===== src/rtl/rx_sched_pkg.sv =====
// rx_sched_pkg: shared types, widths and helpers for the receive-buffer scheduler
package rx_sched_pkg;
  localparam int DATA_W = 64;
  localparam int DEF_NUM_CH = 4;
  localparam int DEF_LEN_W = 16;
  localparam int DEF_RD_LAT = 1;
  localparam int DEF_TIMEOUT_CYC = 1024;
  typedef enum logic [2:0] {IDLE, ARB, START, XFER, DRAIN, REL} state_t;
  function automatic int rr_next(input int idx, input int n);
    return (idx + 1 == n) ? 0 : idx + 1;
  endfunction
endpackage


===== src/rtl/rx_rr_arb.sv =====
// rx_rr_arb: combinational round-robin pick of the first request at or after ptr
module rx_rr_arb #(
  parameter int N = 4,
  parameter int PW = $clog2(N)
) (
  input  logic [N-1:0]  req,
  input  logic [PW-1:0] ptr,
  output logic [N-1:0]  gnt,
  output logic [PW-1:0] idx,
  output logic          any
);
  logic [2*N-1:0] rot;
  int s;
  assign any = |req;
  // rotate requests so bit 0 is ptr; scanning downward leaves the nearest request as winner
  always_comb begin
    rot = {req, req} >> ptr;
    s = 0;
    for (int i = N - 1; i >= 0; i--)
      if (rot[i]) s = int'(ptr) + i - ((int'(ptr) + i >= N) ? N : 0);
    idx = s[PW-1:0];
    gnt = any ? (N'(1) << idx) : '0;
  end
endmodule


===== src/rtl/rx_buf_sched.sv =====
// rx_buf_sched: round-robin read-out of full receive buffers onto one 64-bit stream (optional RX_SCHED_TIMEOUT_EN stall abort)
module rx_buf_sched
  import rx_sched_pkg::*;
#(
  parameter int NUM_CH = DEF_NUM_CH,
  parameter int LEN_W = DEF_LEN_W,
  parameter int RD_LAT = DEF_RD_LAT,
  parameter int TIMEOUT_CYC = DEF_TIMEOUT_CYC
) (
  input  logic                       ap_clk,
  input  logic                       ap_rst,
  input  logic [NUM_CH-1:0]          ch_ready,
  input  logic [NUM_CH*LEN_W-1:0]    ch_len,
  output logic [NUM_CH-1:0]          ch_start,
  output logic [NUM_CH-1:0]          ch_rd_en,
  input  logic [NUM_CH*DATA_W-1:0]   ch_rd_data,
  output logic [NUM_CH-1:0]          ch_release,
  input  logic                       dn_ready,
  output logic                       dn_valid,
  output logic [DATA_W-1:0]          dn_data,
  output logic [$clog2(NUM_CH)-1:0]  dn_ch,
  output logic                       dn_sof,
  output logic                       dn_eof,
  output logic                       busy,
`ifdef RX_SCHED_TIMEOUT_EN
  output logic                       dn_abort,
`endif
  output logic                       err_len0
);
  localparam int CW = $clog2(NUM_CH);
  state_t state, state_nx;
  logic [CW-1:0] rr_ptr, grant, arb_idx;
  logic [NUM_CH-1:0] grant_oh, arb_gnt;
  logic arb_any, rd, pipe_busy, sof_pend, timeout;
  logic [LEN_W-1:0] remaining;
  logic [2:0] pipe [RD_LAT];
  rx_rr_arb #(.N(NUM_CH)) u_arb (
    .req(ch_ready),
    .ptr(rr_ptr),
    .gnt(arb_gnt),
    .idx(arb_idx),
    .any(arb_any)
  );
  assign rd = state == XFER && dn_ready && remaining != '0;
`ifdef RX_SCHED_TIMEOUT_EN
  localparam int TW = $clog2(TIMEOUT_CYC + 1);
  logic [TW-1:0] stall;
  logic aborted;
  assign timeout = state == XFER && !dn_ready && stall == TW'(TIMEOUT_CYC - 1);
  assign dn_abort = state == REL && aborted;
  // count consecutive stalled XFER cycles; remember whether the frame was cut short
  always_ff @(posedge ap_clk) begin
    stall <= (ap_rst || state != XFER || rd) ? '0 : stall + 1'b1;
    aborted <= (ap_rst || state == ARB) ? 1'b0 : (timeout ? 1'b1 : aborted);
  end
`else
  assign timeout = 1'b0;
`endif
  // any beat still travelling through the read-latency pipe
  always_comb begin
    pipe_busy = 1'b0;
    for (int i = 0; i < RD_LAT; i++) pipe_busy = pipe_busy | pipe[i][2];
  end
  // next-state logic
  always_comb begin
    state_nx = state;
    case (state)
      IDLE:    state_nx = |ch_ready ? ARB : IDLE;
      ARB:     state_nx = arb_any ? START : IDLE;
      START:   state_nx = remaining == '0 ? REL : XFER;
      XFER:    state_nx = ((rd && remaining == LEN_W'(1)) || timeout) ? DRAIN : XFER;
      DRAIN:   state_nx = pipe_busy ? DRAIN : REL;
      REL:     state_nx = IDLE;
      default: state_nx = IDLE;
    endcase
  end
  // state, grant latch, word counter and the {valid,sof,eof} latency pipe
  always_ff @(posedge ap_clk) begin
    if (ap_rst) begin
      state <= IDLE;
      rr_ptr <= '0;
      grant <= '0;
      grant_oh <= '0;
      remaining <= '0;
      sof_pend <= 1'b0;
      for (int i = 0; i < RD_LAT; i++) pipe[i] <= '0;
    end else begin
      state <= state_nx;
      if (state == ARB && arb_any) begin
        grant <= arb_idx;
        grant_oh <= arb_gnt;
        remaining <= ch_len[arb_idx*LEN_W +: LEN_W];
        rr_ptr <= CW'(rr_next(int'(arb_idx), NUM_CH));
        sof_pend <= 1'b1;
      end else if (rd) begin
        remaining <= remaining - 1'b1;
        sof_pend <= 1'b0;
      end
      pipe[0] <= {rd, rd && sof_pend, rd && remaining == LEN_W'(1)};
      for (int i = 1; i < RD_LAT; i++) pipe[i] <= pipe[i-1];
    end
  end
  assign ch_start = state == START ? grant_oh : '0;
  assign ch_rd_en = rd ? grant_oh : '0;
  assign ch_release = state == REL ? grant_oh : '0;
  assign err_len0 = state == START && remaining == '0;
  assign busy = state != IDLE;
  assign dn_valid = pipe[RD_LAT-1][2];
  assign dn_sof = pipe[RD_LAT-1][1];
  assign dn_eof = pipe[RD_LAT-1][0];
  assign dn_ch = dn_valid ? grant : '0;
  assign dn_data = dn_valid ? ch_rd_data[grant*DATA_W +: DATA_W] : '0;
endmodule

===== config.mk =====
export PLATFORM = sky130hd
export DESIGN_NAME = rx_buf_sched
export DESIGN_NICKNAME = d
export VERILOG_FILES = /design/src/rtl/rx_sched_pkg.sv /design/src/rtl/rx_rr_arb.sv /design/src/rtl/rx_buf_sched.sv
export SDC_FILE = /design/constraint.sdc
export NUM_CORES = 1
export LEC_CHECK = 0
export CORE_AREA = 8 8 152 154
export CTS_CLUSTER_DIAMETER = 60
export DETAILED_ROUTE_END_ITERATION = 8
export DIE_AREA = 0 0 160 162
export PLACE_DENSITY_LB_ADDON = 0.2
export SLEW_MARGIN = 20
export SYNTH_ARGS = -nofsm -noshare
export SYNTH_HDL_FRONTEND = slang
export SYNTH_SLANG_ARGS = --single-unit

===== constraint.sdc =====
create_clock -name ap_clk -period 3.15 [get_ports ap_clk]
set_input_delay 0.4725 -clock ap_clk [delete_from_list [all_inputs] [get_ports ap_clk]]
set_output_delay 0.4725 -clock ap_clk [all_outputs]
set_load 0.02 [all_outputs]

Yosys cells after proc, flatten, opt, wreduce, memory -nomap -nowiden
Memory sizes are Yosys's and may differ from the RTL's.
Index checks and enable logic that the tools add are counted.
{ "totals": {"register_bits": 28, "mem_bits_rw": 3, "in_bits": 327, "out_inout_bits": 83, "word_cells": 66, "mem_count": 1} }
{ "classes": {"add_sub_neg": 9, "n_eq_ne": 7, "shift": 4, "muxes": 26, "n_reduce_logical": 13} }
{ "memory_table": {"columns": ["memory", "words", "word_bits", "rd", "rd_clocked_by_memory_dff", "write_ports", "line_no", "source"], "rows": [
  ["pipe", 1, 3, 1, 0, 1, "rx_buf_sched.sv:36", "logic [2:0] pipe [RD_LAT];"]
]} }
{ "op_table": {"columns": ["cell", "count"], "rows": [
  ["$shiftx A256 B9 Y64", 1],
  ["$mux W64", 1],
  ["$shiftx A64 B7 Y16", 1],
  ["$mux W16", 2],
  ["$eq A16 B1 Y1 const B", 1],
  ["$logic_not A16 Y1", 1],
  ["$mux W4", 4],
  ["$reduce_bool A16 Y1", 1],
  ["$sub A16 B1 Y16 const B", 1],
  ["$pmux W3 S5", 1],
  ["$mux W2", 7],
  ["$eq A3 B3 Y1 const B", 3],
  ["$mux W3", 3],
  ["$mux W1", 8],
  ["$shr A8 B2 Y4", 1],
  ["$sub A2 B2 Y2 const B", 4],
  ["$eq A3 B2 Y1 const B", 2],
  ["$logic_and A1 B1 Y1", 6],
  ["$add A2 B2 Y2 const B", 2],
  ["$reduce_or A4 Y1", 1],
  ["$shl A1 B2 Y4 const A", 1],
  ["$add A2 B1 Y3 const B", 1],
  ["$eq A3 B1 Y1 const B", 1],
  ["$logic_not A3 Y1", 1],
  ["4 further kinds", 4]
]} }

Logic depth before layout (Yosys ltp)
{ "depth": {"word_depth": 9, "depth_mapped": 9, "depth_no_buf": 8} }

Modules after synthesis
A second synthesis with hierarchy kept.
{ "unflattened": {"cells_unflattened": 402, "hier_area_um2": 4170.2} }
{ "by_module_without_submodules": {"columns": ["mod", "instances", "cells_each", "area_each_um2", "seq_area_each_um2"], "rows": [
  ["rx_buf_sched", 1, 370, 3991.3, 620.6],
  ["rx_rr_arb", 1, 32, 178.9, 0.0]
]} }

Worst setup path after synthesis
Ideal clock, no wire load.
{ "synth_path": {"kind": "register to output", "from": "register grant[0]", "to": "output port dn_data[55]", "t_arrival_ps": 1821, "required_time_ps": 2677, "path_slack_ps": 857, "stages_incl_launch_ff": 5, "n_path_buf": 2, "cell_sequence": "dfxtp_1 -> buf_2 -> buf_1 -> mux4_2 -> and2_1"} }
{ "synth_between": {"elab_chain_cells": 2} }
{ "synth_lines": {"columns": ["element", "line_no", "source"], "rows": [
  ["from (decl)", "rx_buf_sched.sv:32", "logic [CW-1:0] rr_ptr, grant, arb_idx;"],
  ["from (signal assigned)", "rx_buf_sched.sv:90", "grant <= arb_idx;"],
  ["$shiftx A256 B9 Y64", "rx_buf_sched.sv:112", "assign dn_data = dn_valid ? ch_rd_data[grant*DATA_W +: DATA_W] : '0;"],
  ["$mux W64", "rx_buf_sched.sv:112", null],
  ["to (decl)", "rx_buf_sched.sv:20", "output logic [DATA_W-1:0] dn_data,"]
]} }
No other way between the ends.

Worst setup path after layout
{ "layout_path": {"from": "register remaining[2]", "to": "output port err_len0"} }
{ "layout_between": {"elab_chain_cells": 2} }
{ "layout_lines": {"columns": ["element", "line_no", "source"], "rows": [
  ["from (decl)", "rx_buf_sched.sv:35", "logic [LEN_W-1:0] remaining;"],
  ["from (signal assigned)", "rx_buf_sched.sv:92", "remaining <= ch_len[arb_idx*LEN_W +: LEN_W];"],
  ["from (signal assigned)", "rx_buf_sched.sv:96", "remaining <= remaining - 1'b1;"],
  ["$logic_not A16 Y1", "rx_buf_sched.sv:106", "assign err_len0 = state == START && remaining == '0;"],
  ["$logic_and A1 B1 Y1", "rx_buf_sched.sv:106", null],
  ["to (decl)", "rx_buf_sched.sv:28", "output logic err_len0"]
]} }
No other way between the ends.

==> impl_metrics.json <==
{
  "status": "finished clean",
  "crit-reg2reg-capture": "remaining[15]",
  "routed-via-count": 5203,
  "hold_path.class": "reg -> reg",
  "cp_slowest_cell": "sky130_fd_sc_hd__clkdlybuf4s50_1",
  "final_net_count": 1157,
  "post_route_cells_drive_above_1_share": 0.148,
  "crit_required_ps": 2680,
  "gp_congestion": 0.872,
  "first_iter_violations": 299,
  "timing.max_slew.rel_slack": 0.550,
  "setup.worst_path.start": "remaining[2]",
  "rsz_0062_raised_after_global_routing": "false",
  "vias_per_cell": 4.71,
  "core_area_um2": 20700,
  "setup_viol_count_final": 0,
  "remaining_drc_errors": 0,
  "synth.avg_cell_area_um2": 9.84,
  "switching_power_uw": 720,
  "drt-pass1-iter-count": 4,
  "finalCriticalPeriod_ps": 3020,
  "area_delta_synth_final_pct": 112,
  "tns_ps": 0,
  "r2r_setup_slack_ps": 850,
  "holdCritStartpoint": "sof_pend",
  "power-per-cell-area_nw_per_um2": 254,
  "number_of_cell_instances_on_the_worst_register_to_register_path": 10,
  "postSynth.topFlopCell": "sky130_fd_sc_hd__dfxtp_1",
  "worstHoldPathCells": 1,
  "timing.critical_path.max_delay_family": "simple AND/OR/NAND/NOR gates",
  "maxCapViolations": 0,
  "postRouteWirelength_um": 26700,
  "global_route_wire_length_before_repair_um": 38100,
  "crit_reg_reg_startpoint": "remaining[0]",
  "async_flop_share": 0,
  "clock_pin_slew_of_the_registers_on_the_worst_case_setup_and_hold_paths_ps": 50,
  "timing_hold_violations_final": 0,
  "postPlaceCellArea_um2": 8690,
  "ys_types": 49,
  "worst-path-max-fanout": 7,
  "cts_resized": 0,
  "mappedNetlistArea_um2": 4160,
  "area_of_the_die_um2": 25900,
  "clk_root_buffer_cell": "sky130_fd_sc_hd__clkbuf_16",
  "clock_tree.buffer_depth": 2,
  "grt.total_usage": 0.195,
  "final_min_period_over_clock_period": 0.959,
  "holdPathEnd": "pipe[0][1]",
  "synth.yosys.warnings": 0,
  "port_buffers": 409,
  "critical_path_buf_inv_count": 1,
  "antenna_violating_nets_post_route": 0,
  "synth.area.top_cells": "sky130_fd_sc_hd__mux4_2, sky130_fd_sc_hd__dfxtp_1, sky130_fd_sc_hd__and2_1",
  "part_of_the_power_in_combinational_logic": 0.557,
  "layout.cells.most_common_list": "sky130_fd_sc_hd__clkdlybuf4s50_1, sky130_fd_sc_hd__and2_1, sky130_fd_sc_hd__mux4_2",
  "crit_path_max_incr_delay_ps": 640,
  "postCtsHoldBufs": 0,
  "cell_internal_pwr_mw": 1.52,
  "synth_area_leader": "sky130_fd_sc_hd__mux4_2",
  "floorplan.initialDensity": 0.201,
  "finalClockSkew_ps": 4.75,
  "post_drt_wl_per_cell_um": 24.2,
  "final_design_area_no_fill_um2": 8840,
  "worst_slew_pin_slew_ps": 673,
  "top_level_ports": 410,
  "mostFrequentLayoutCell": "sky130_fd_sc_hd__clkdlybuf4s50_1",
  "synth.net_count": 757,
  "chain_of_cells_forming_the_critical_path": "or4_4, or2_4, nor3_1, and2_1, clkdlybuf4s50_1",
  "synth_enable_flop_cells": 0,
  "start_kind": "flop",
  "clkLatencyLatePin_ps": 270,
  "max_clock_freq_ghz": 0.331,
  "leakagePower_nw": 3.05,
  "numCtsBuffers": 5,
  "grt_pass1_vias": 5503,
  "cell_count_after_synthesis": 423,
  "ys_ff_latch": 31,
  "number_of_antenna_violations_at_the_first_check_in_global_routing": 9,
  "yosysTopAreaCellShare": 0.346,
  "clock_tree_from_tritoncts": "built",
  "worstPathArrival_ps": 2550,
  "crit_type": "reg -> out",
  "clockPowerShare": 0.207,
  "floorplan.die.height_um": 162,
  "synth-seq-area-share": 0.149,
  "num_rows": 53,
  "final_max_slew_viol_count": 0,
  "power.sequential.fraction": 0.236,
  "p_sw_frac": 0.321,
  "die_width_um": 160,
  "number_of_h_tree_levels": 2,
  "setup.worst_path.end_class": "output port",
  "ir_worst_vdd_v": 0.000254,
  "detailedPlacementHpwl_um": 22800,
  "grt_overflow": 0,
  "largest_net_degree_at_the_start_of_global_routing": 42,
  "post-cts-setup-buffers": 0,
  "clock-sinks": 31
}
## layer usage
metal	routed length (um)	vias up	global-route usage
met5	69	-	0
li1	-	2443	-
met2	13600	205	0.350
met4	456	10	0.0404
met1	10300	2515	0.221
met3	2280	30	0.0656
## cells in the mapped netlist, types with 5 or more instances
cell	n
sky130_fd_sc_hd__clkbuf_1	25
sky130_fd_sc_hd__buf_2	6
sky130_fd_sc_hd__and3_1	9
sky130_fd_sc_hd__nor2_1	17
sky130_fd_sc_hd__and2_1	81
sky130_fd_sc_hd__dfxtp_1	31
sky130_fd_sc_hd__nor4_1	9
sky130_fd_sc_hd__nand2_1	26
sky130_fd_sc_hd__mux4_2	64
sky130_fd_sc_hd__nand2b_1	5
sky130_fd_sc_hd__inv_1	5
sky130_fd_sc_hd__o22ai_1	12
sky130_fd_sc_hd__nor3_1	13
sky130_fd_sc_hd__ha_1	7
sky130_fd_sc_hd__mux2_2	22
sky130_fd_sc_hd__a21oi_1	19
sky130_fd_sc_hd__a211oi_1	12
sky130_fd_sc_hd__xnor2_1	7
## flip-flops by register name (all words and copies together), names as in the netlist
| name | flops |
|---|---|
| grant_oh | 4 |
| remaining | 16 |
| grant | 2 |
| state | 3 |
| sof_pend | 1 |
| rr_ptr | 2 |
| pipe | 3 |
## how the worst max path moves through the flow
stage	to	slack (ps)	cells after the start
finish	err_len0	130	5
global route	err_len0	40	5
CTS	err_len0	110	5
detailed placement	err_len0	420	5
global placement	err_len0	420	5
floorplan	dn_data[55]	860	4
## per-stage QoR
stage          utilization  total power [mW]  instances  hold slack (ps)  setup slack, ps
2_1_floorplan            -              1.14        423              430              857
3_3_place_gp         0.420              1.78       1091              451              425
6_report             0.427              2.24       1104              454              128
3_5_place_dp         0.420              1.79       1091              445              416
5_1_grt              0.427              2.38       1102              465             39.7
4_1_cts              0.427              2.27       1099              457              114
## power groups by stage
stage | sequential [mW] | clock (mW) | combinational (mW)
floorplan | 0.495 | 0 | 0.648
global placement | 0.536 | 0 | 1.25
detailed placement | 0.538 | 0 | 1.25
CTS | 0.531 | 0.473 | 1.26
global route | 0.540 | 0.487 | 1.35
finish | 0.529 | 0.466 | 1.25
## final cells by class
type / count / area [um^2]
Clock inverter: 1 / 5.00
Tap cell: 275 / 344
Clock buffer: 7 / 133
Antenna cell: 5 / 12.5
Timing Repair Buffer: 428 / 4310
Fill cell: 2071 / 11900
Inverter: 5 / 18.8
Sequential cell: 31 / 629
Multi-Input combinational cell: 352 / 3380
## cell families (layout without fill, tap and decap cells)
kind of cell               count (synthesis)  after routing  synth area share
other                                      0              5                 0
muxes                                     90             90             0.416
DFF                                       31             31             0.149
xor gates and xnor gates                   9              9            0.0189
adders and majority gates                  7              7            0.0210
and+or+nand+nor                          186            186             0.261
buffers and inverters                     40            441            0.0379
AOI/OAI and AO/OA                         60             60            0.0968
No activity file was read; power rests on OpenSTA's default activity.
